--- src/rtl/uart_debug_bus_master_if.sv ---
// Signal bundle for the UART debug bus master: UART RX/TX handshake, the CPU-side
// bus request and the arbitrated memory bus.
interface uart_debug_bus_master_if;
  logic        rx_valid;
  logic [7:0]  rx_data;
  logic        tx_start;
  logic [7:0]  tx_data;
  logic        tx_active;
  logic        tx_done;
  logic [15:0] cpu_addr;
  logic [7:0]  cpu_wdata;
  logic        cpu_we;
  logic        cpu_re;
  logic        cpu_halt;
  logic [15:0] mem_addr;
  logic [7:0]  mem_wdata;
  logic        mem_we;
  logic        mem_re;
  logic [7:0]  mem_rdata;

  modport master (
    input  rx_valid, rx_data, tx_active, tx_done,
    input  cpu_addr, cpu_wdata, cpu_we, cpu_re, mem_rdata,
    output tx_start, tx_data, cpu_halt, mem_addr, mem_wdata, mem_we, mem_re
  );

  modport slave (
    output rx_valid, rx_data, tx_active, tx_done,
    output cpu_addr, cpu_wdata, cpu_we, cpu_re, mem_rdata,
    input  tx_start, tx_data, cpu_halt, mem_addr, mem_wdata, mem_we, mem_re
  );
endinterface

--- src/rtl/uart_debug_bus_master.sv ---
// UART command sequencer: halts/resumes the CPU, and while halted owns the memory
// bus to perform single-byte debug writes and reads (read data returned over UART).
module uart_debug_bus_master #(
  parameter int RD_LAT  = 1,
  parameter int TIMEOUT = 2_000_000
) (
  input logic                    clk,
  input logic                    rst,
  uart_debug_bus_master_if.master bus
);

  localparam int TO_W = $clog2(TIMEOUT + 1);

  typedef enum logic [3:0] {
    IDLE, GET_AH, GET_AL, GET_D, BUS_WR, BUS_RD, RD_WAIT, TX_GO, TX_WAIT
  } state_t;

  state_t            state_q, state_d;
  logic              is_rd_q, is_rd_d;
  logic [15:0]       addr_q, addr_d;
  logic [7:0]        wdata_q, wdata_d;
  logic [7:0]        tx_data_q, tx_data_d;
  logic              halt_q, halt_d;
  logic [TO_W-1:0]   to_cnt_q, to_cnt_d;
  logic [3:0]        lat_q, lat_d;
  logic              tx_start;

  always_ff @(posedge clk or negedge rst) begin
    if (!rst) begin
      state_q   <= IDLE;
      is_rd_q   <= 1'b0;
      addr_q    <= '0;
      wdata_q   <= '0;
      tx_data_q <= '0;
      halt_q    <= 1'b0;
      to_cnt_q  <= '0;
      lat_q     <= '0;
    end else begin
      state_q   <= state_d;
      is_rd_q   <= is_rd_d;
      addr_q    <= addr_d;
      wdata_q   <= wdata_d;
      tx_data_q <= tx_data_d;
      halt_q    <= halt_d;
      to_cnt_q  <= to_cnt_d;
      lat_q     <= lat_d;
    end
  end

  always_comb begin
    state_d   = state_q;
    is_rd_d   = is_rd_q;
    addr_d    = addr_q;
    wdata_d   = wdata_q;
    tx_data_d = tx_data_q;
    halt_d    = halt_q;
    to_cnt_d  = '0;
    lat_d     = lat_q;
    tx_start  = 1'b0;

    case (state_q)
      IDLE: begin
        if (bus.rx_valid) begin
          case (bus.rx_data)
            8'h00: halt_d = 1'b1;
            8'h01: halt_d = 1'b0;
            8'h02: begin is_rd_d = 1'b0; state_d = GET_AH; end
            8'h03: begin is_rd_d = 1'b1; state_d = GET_AH; end
            default: ;
          endcase
        end
      end
      GET_AH, GET_AL, GET_D: begin
        // A byte arriving on the timeout cycle still counts and restarts the window.
        if (bus.rx_valid) begin
          case (state_q)
            GET_AH: begin addr_d[15:8] = bus.rx_data; state_d = GET_AL; end
            GET_AL: begin
              addr_d[7:0] = bus.rx_data;
              state_d     = is_rd_q ? BUS_RD : GET_D;
            end
            default: begin wdata_d = bus.rx_data; state_d = BUS_WR; end
          endcase
        end else if (to_cnt_q == TO_W'(TIMEOUT - 1)) begin
          state_d = IDLE;
        end else begin
          to_cnt_d = to_cnt_q + 1'b1;
        end
      end
      BUS_WR: state_d = IDLE;
      BUS_RD: begin
        lat_d   = '0;
        state_d = RD_WAIT;
      end
      RD_WAIT: begin
        if (lat_q == 4'(RD_LAT - 1)) begin
          // A read issued while the CPU owns the bus never reached memory.
          tx_data_d = halt_q ? bus.mem_rdata : 8'h00;
          state_d   = TX_GO;
        end else begin
          lat_d = lat_q + 1'b1;
        end
      end
      TX_GO: begin
        if (!bus.tx_active) begin
          tx_start = 1'b1;
          state_d  = TX_WAIT;
        end
      end
      TX_WAIT: if (bus.tx_done) state_d = IDLE;
      default: state_d = IDLE;
    endcase
  end

  // Bus ownership follows the registered halt flag, which only moves in IDLE.
  always_comb begin
    if (halt_q) begin
      bus.mem_addr  = addr_q;
      bus.mem_wdata = wdata_q;
      bus.mem_we    = (state_q == BUS_WR);
      bus.mem_re    = (state_q == BUS_RD);
    end else begin
      bus.mem_addr  = bus.cpu_addr;
      bus.mem_wdata = bus.cpu_wdata;
      bus.mem_we    = bus.cpu_we;
      bus.mem_re    = bus.cpu_re;
    end
  end

  assign bus.cpu_halt = halt_q;
  assign bus.tx_start = tx_start;
  assign bus.tx_data  = tx_data_q;

endmodule

--- src/flat_wrapper.sv ---
// flat-port wrapper written by rule: the top's interface ports become plain ports
module uart_debug_bus_master_flat 
#(
  parameter int RD_LAT  = 1,
  parameter int TIMEOUT = 2_000_000
)
  (clk, rst, bus_rx_valid, bus_rx_data, bus_tx_active, bus_tx_done, bus_cpu_addr, bus_cpu_wdata, bus_cpu_we, bus_cpu_re, bus_mem_rdata, bus_tx_start, bus_tx_data, bus_cpu_halt, bus_mem_addr, bus_mem_wdata, bus_mem_we, bus_mem_re);
  uart_debug_bus_master_if bus_i ();
  input logic clk;
  input logic rst;
  input wire logic [$bits(bus_i.rx_valid)-1:0] bus_rx_valid;
  input wire logic [$bits(bus_i.rx_data)-1:0] bus_rx_data;
  input wire logic [$bits(bus_i.tx_active)-1:0] bus_tx_active;
  input wire logic [$bits(bus_i.tx_done)-1:0] bus_tx_done;
  input wire logic [$bits(bus_i.cpu_addr)-1:0] bus_cpu_addr;
  input wire logic [$bits(bus_i.cpu_wdata)-1:0] bus_cpu_wdata;
  input wire logic [$bits(bus_i.cpu_we)-1:0] bus_cpu_we;
  input wire logic [$bits(bus_i.cpu_re)-1:0] bus_cpu_re;
  input wire logic [$bits(bus_i.mem_rdata)-1:0] bus_mem_rdata;
  output wire logic [$bits(bus_i.tx_start)-1:0] bus_tx_start;
  output wire logic [$bits(bus_i.tx_data)-1:0] bus_tx_data;
  output wire logic [$bits(bus_i.cpu_halt)-1:0] bus_cpu_halt;
  output wire logic [$bits(bus_i.mem_addr)-1:0] bus_mem_addr;
  output wire logic [$bits(bus_i.mem_wdata)-1:0] bus_mem_wdata;
  output wire logic [$bits(bus_i.mem_we)-1:0] bus_mem_we;
  output wire logic [$bits(bus_i.mem_re)-1:0] bus_mem_re;
  assign bus_i.rx_valid = bus_rx_valid;
  assign bus_i.rx_data = bus_rx_data;
  assign bus_i.tx_active = bus_tx_active;
  assign bus_i.tx_done = bus_tx_done;
  assign bus_i.cpu_addr = bus_cpu_addr;
  assign bus_i.cpu_wdata = bus_cpu_wdata;
  assign bus_i.cpu_we = bus_cpu_we;
  assign bus_i.cpu_re = bus_cpu_re;
  assign bus_i.mem_rdata = bus_mem_rdata;
  assign bus_tx_start = bus_i.tx_start;
  assign bus_tx_data = bus_i.tx_data;
  assign bus_cpu_halt = bus_i.cpu_halt;
  assign bus_mem_addr = bus_i.mem_addr;
  assign bus_mem_wdata = bus_i.mem_wdata;
  assign bus_mem_we = bus_i.mem_we;
  assign bus_mem_re = bus_i.mem_re;
  uart_debug_bus_master #(.RD_LAT(RD_LAT), .TIMEOUT(TIMEOUT)) u_core (.clk(clk), .rst(rst), .bus(bus_i));
endmodule
--- config.mk ---
export PLATFORM = sky130hd
export DESIGN_NAME = uart_debug_bus_master_flat
export DESIGN_NICKNAME = d
export VERILOG_FILES = /design/src/rtl/uart_debug_bus_master_if.sv /design/src/rtl/uart_debug_bus_master.sv /design/src/flat_wrapper.sv
export SDC_FILE = /design/constraint.sdc
export NUM_CORES = 1
export LEC_CHECK = 0
export ABC_CLOCK_PERIOD_IN_PS = 2500
export CAP_MARGIN = 5
export CORE_MARGIN = 3
export CORE_UTILIZATION = 49
export CTS_CLUSTER_DIAMETER = 150
export CTS_CLUSTER_SIZE = 24
export DETAILED_ROUTE_END_ITERATION = 8
export GPL_TIMING_DRIVEN = 0
export PLACE_DENSITY = 0.79
export SYNTH_ARGS = -nofsm -noshare
export SYNTH_HDL_FRONTEND = slang
export SYNTH_SLANG_ARGS = --single-unit
--- constraint.sdc ---
create_clock -name clk -period 2.5 [get_ports clk]
set_clock_uncertainty 0.15 [all_clocks]
set_input_delay 0.625 -clock clk [delete_from_list [all_inputs] [get_ports clk]]
set_output_delay 0.625 -clock clk [all_outputs]
set_load 0.01 [all_outputs]
Yosys cells after proc, flatten, opt, wreduce, memory -nomap -nowiden --
Cells that the tools add are included.
Word-level totals: output and inout port bits 36, bits of input ports 47, word-level logic and storage cells 72, register bits after elaboration 63
Operators by class: mux-type cells 24, bitwise operators 1, $add $sub $neg 2, reduce and logical (&&, ||, !) cells 17, equal/unequal tests 19
Operators with widths (number):
- 2-to-1 mux 21 bit | 3
- 2-to-1 mux 4 bit | 8
- one-hot mux 4 bit (6 select lines) | 1
- adder 21 x 1 -> 21 bit, second input constant | 1
- equality test 21 bit, second input constant | 1
- equality test 4 x 3 -> 1 bit, second input constant | 4
- equality test 8 x 2 -> 1 bit, second input constant | 2
- 2-to-1 mux 16 bit | 1
- 2-to-1 mux 8 bit | 2
- one-hot mux 4 bit (2 select lines) | 2
- AND reduction 3 bit | 5
- inequality test 2 bit, second input constant | 5
- equality test 4 x 2 -> 1 bit, second input constant | 2
- equality test 8 x 1 -> 1 bit, second input constant | 1
- zero test 4 bit | 2
- zero test 8 bit | 1
- AND reduction 6 bit | 1
- nonzero test 2 bit | 3
- adder 4 x 1 -> 4 bit, second input constant | 1
- equality test 4 x 1 -> 1 bit, second input constant | 1
- equality test 4 bit, second input constant | 1
- 2-to-1 mux 1 bit | 4
- one-hot mux 1 bit (2 select lines) | 2
- AND reduction 2 bit | 2
- 6 further kinds | 7

Depth between registers and ports, before layout --
depth after elaboration 5, gate-level depth with buffers 7, depth with buffers taken out 7

Worst setup path before layout --
OpenSTA, ideal clock, no wires.
path kind register to output, from reg u_core.halt_q (netlist: u_core.bus.cpu_halt), to out bus_mem_addr[0], buffers on the path 2, arrival 1419 ps, required time 1725 ps, path slack 306 ps, stages on the path, launching flop included 4, path through dfrtp_1 > clkbuf_1 > clkbuf_1 > mux2_2
On the way: cells in the longest elaborated chain, start to end 1
RTL lines:
- from (decl) | line uart_debug_bus_master.sv:23 | logic halt_q, halt_d;
- from (signal assigned) | line uart_debug_bus_master.sv:44 | halt_q <= halt_d;
- 2-to-1 mux 16 bit | line uart_debug_bus_master.sv:117 | if (halt_q) begin
- to (decl) | line flat_wrapper.sv:23 | output wire logic [$bits(bus_i.mem_addr)-1:0] bus_mem_addr;
No other way between the ends.

Worst setup path after layout --
from reg u_core.halt_q (netlist: u_core.bus.cpu_halt), to out bus_mem_addr[2]
The elaborated chain is that of the path after synthesis.

==> impl_metrics.tcl <==
set metrics [dict create \
    hold_buffers 0 \
    fmax_ghz 0.426 \
    netlist_instances 295 \
    clk_pin_slew_ns 0.07 \
    rsz0062_at_grt "no" \
    crit_type "register to primary output" \
    cts_tree "done" \
    area_growth_pct 36.5 \
    p_leak_uw 0.00193 \
    placed_cell_area_mm2 0.00417 \
    drc 0 \
    die_area_mm2 0.00763 \
    setup_violations 0 \
    yosys-top-cells-area "dfrtp_1 (49%), mux2_2 (15%), xor2_1 (4.3%)" \
    cp_max_fo 10 \
    hp-class "input port to asynchronous set/reset pin" \
    synth_edf_count 0 \
    n_antenna_cell 0 \
    insertion_delay_ns 0.34 \
    cts.htree.levels 3 \
    die_x_um 87.3 \
    die_y_um 87.3 \
    worst_slack_ns 0.150 \
    layout_common_cells "dfrtp_1 (60), clkdlybuf4s50_1 (54), mux2_2 (42)" \
    arrival_ns 1.57 \
    drtIter0Drc 99 \
    drv_cap 0 \
    clk_path_buf_depth 2 \
    grt_max_degree 33 \
    holdWs_ns 0.207 \
    post-route-min-period_ns 2.35 \
    drive_gt1_share_pct 21.8 \
    hpwl_mm 5.31 \
    critPathLaunchType "register" \
    async_flop_share_pct 100 \
    final_nets 439 \
    yosysSeqAreaShare_pct 48.6 \
    avgSynthCellArea_um2 11.0 \
    hold_violations 0 \
    ys_ff_latch 63 \
    power_density_mw_per_mm2 833 \
    cts.sinks 63 \
    antenna_found_initial 0 \
    synth_cell_types 42 \
    ys.flop_type "dfrtp_1" \
    grt_pass1_vias 2396 \
    wl_per_cell_um 15.1 \
    yosysTopAreaCellShare_pct 48.6 \
    final_util_pct 69.3 \
    yosysTopAreaCell "dfrtp_1" \
    preCtsSetupSlack_ns -0.354 \
    port_buffers 82 \
    core_mm2 0.00639 \
    grtUsageTotal_pct 19.8 \
    yosysWarnings 0 \
    synth_area_mm2 0.00324 \
    cts_buffers 9 \
    final_common_cell "dfrtp_1" \
    period_share_pct 94.0 \
    required_ns 1.73 \
    cp-end-kind "primary output" \
    peakVddDrop_uv 674 \
    synth_nets 345 \
    viasPerCell 5.28 \
    routabilityCongestion 0.831 \
    vias 2488 \
    drv_slew 0 \
    start_util_pct 50.8 \
    grt-ovfl-total 0 \
    ant_nets 0 \
    wl_mm 7.09 \
    stdcell_area_mm2 0.00443 \
    drt_first_pass_iters 5 \
    root_buffer "clkbuf_8" \
    grt_pass1_wl_mm 11.8 \
    core.rowCount 29 \
    tightest_slew_ns 0.758 \
    status "finished, final reports clean" \
    relSlewSlack_pct 49.5 \
    ioPinCount 83 \
    nFillCells 482 \
]
final timing paths:
path                                                      start                                 to  slack (ns)  cells past startpoint
worst max register to register      u_core.lat_q[1]$_DFFE_PN0P_  u_core.bus.tx_data[3]$_DFFE_PN0P_        0.42                      6
min in group clk                  u_core.wdata_q[0]$_DFFE_PN0P_      u_core.wdata_q[0]$_DFFE_PN0P_        0.34                      1
worst min-delay path                                        rst  u_core.bus.tx_data[7]$_DFFE_PN0P_        0.21                      1
max in group asynchronous                                   rst    u_core.bus.cpu_halt$_DFFE_PN0P_        1.36                      2
worst max-delay path            u_core.bus.cpu_halt$_DFFE_PN0P_                    bus_mem_addr[2]        0.15                      3
worst min register to register    u_core.wdata_q[0]$_DFFE_PN0P_      u_core.wdata_q[0]$_DFFE_PN0P_        0.34                      1
power breakdown:
| part | internal [µW] | total (µW) | switching, µW |
|---|---|---|---|
| sequential | 1320 | 1520 | 203 |
| clock | 672 | 1050 | 379 |
| combinational | 624 | 1110 | 490 |
| total | 2610 | 3690 | 1070 |
state kept, by name, indices dropped and copies added (netlist names):
name,flops
u_core.lat_q,4
u_core.bus.cpu_halt,1
u_core.wdata_q,8
u_core.state_q,4
u_core.to_cnt_q,21
u_core.bus.tx_data,8
u_core.addr_q,16
u_core.is_rd_q,1
cell type report:
type / instances / area (µm²) / area share [%]
multi-input cells: 204 / 1550 / 35.0
flip-flops and latches: 63 / 1580 / 35.7
plain buffers: 11 / 86.3 / 1.95
inverters: 15 / 56.3 / 1.27
repair buffers: 85 / 813 / 18.4
clock inverters: 2 / 60.1 / 1.36
clock buffers: 14 / 183 / 4.13
well taps: 77 / 96.3 / 2.18
per-layer routing:
metal / track usage (%) / up-vias / part of all wire [%]
met4: 5.44 / 0 / 1.3
met2: 30.1 / 61 / 48
met1: 28.1 / 1205 / 46
li1: - / 1213 / -
met5: 0 / - / 0
met3: 4.82 / 9 / 4.4
critical path, stage by stage (launching register included):
cell and delay (ns):
dfrtp_2 0.44, clkbuf_16 0.19, mux2_2 0.33, dlygate4sd2_1 0.28
synth_stat cells (all sizes together), types with 2 or more instances:
cell,instances
clkbuf,7
and2,3
mux2,52
nand2,13
nand3,21
nor2,33
xor2,16
dfrtp,63
nand3b,3
a21oi,4
nor4,6
nor3b,2
ha,3
o21ai,12
nand2b,2
nand4,8
buf,6
xnor2,5
inv,15
and3,5
o31ai,2
cells by family after synthesis:
logic type,share of synthesized area (%)
AND/OR/NAND/NOR,17.6
flip-flops,48.6
multiplexers,18.3
buffers and inverters,3.67
AO/OA/AOI/OAI,5.02
XOR/XNOR,5.67
adder cells (fa/ha/maj),1.16
through the flow:
stage	total power [µW]	instances	setup TNS, ns
2_1_floorplan	2160	295	0
3_3_place_gp	2630	454	-88.97
3_5_place_dp	2670	455	-5.29
4_1_cts	3710	471	0
5_1_grt	3890	471	0
6_report	3690	471	0
what timing repair did:
item	in CTS	in global routing
cloned	0	0
setup buffers	2	0
pin swaps	0	0
gates resized for setup	41	2
endpoints found under the setup margin	27	1
Note: power is estimated with default switching activity, not from simulation.
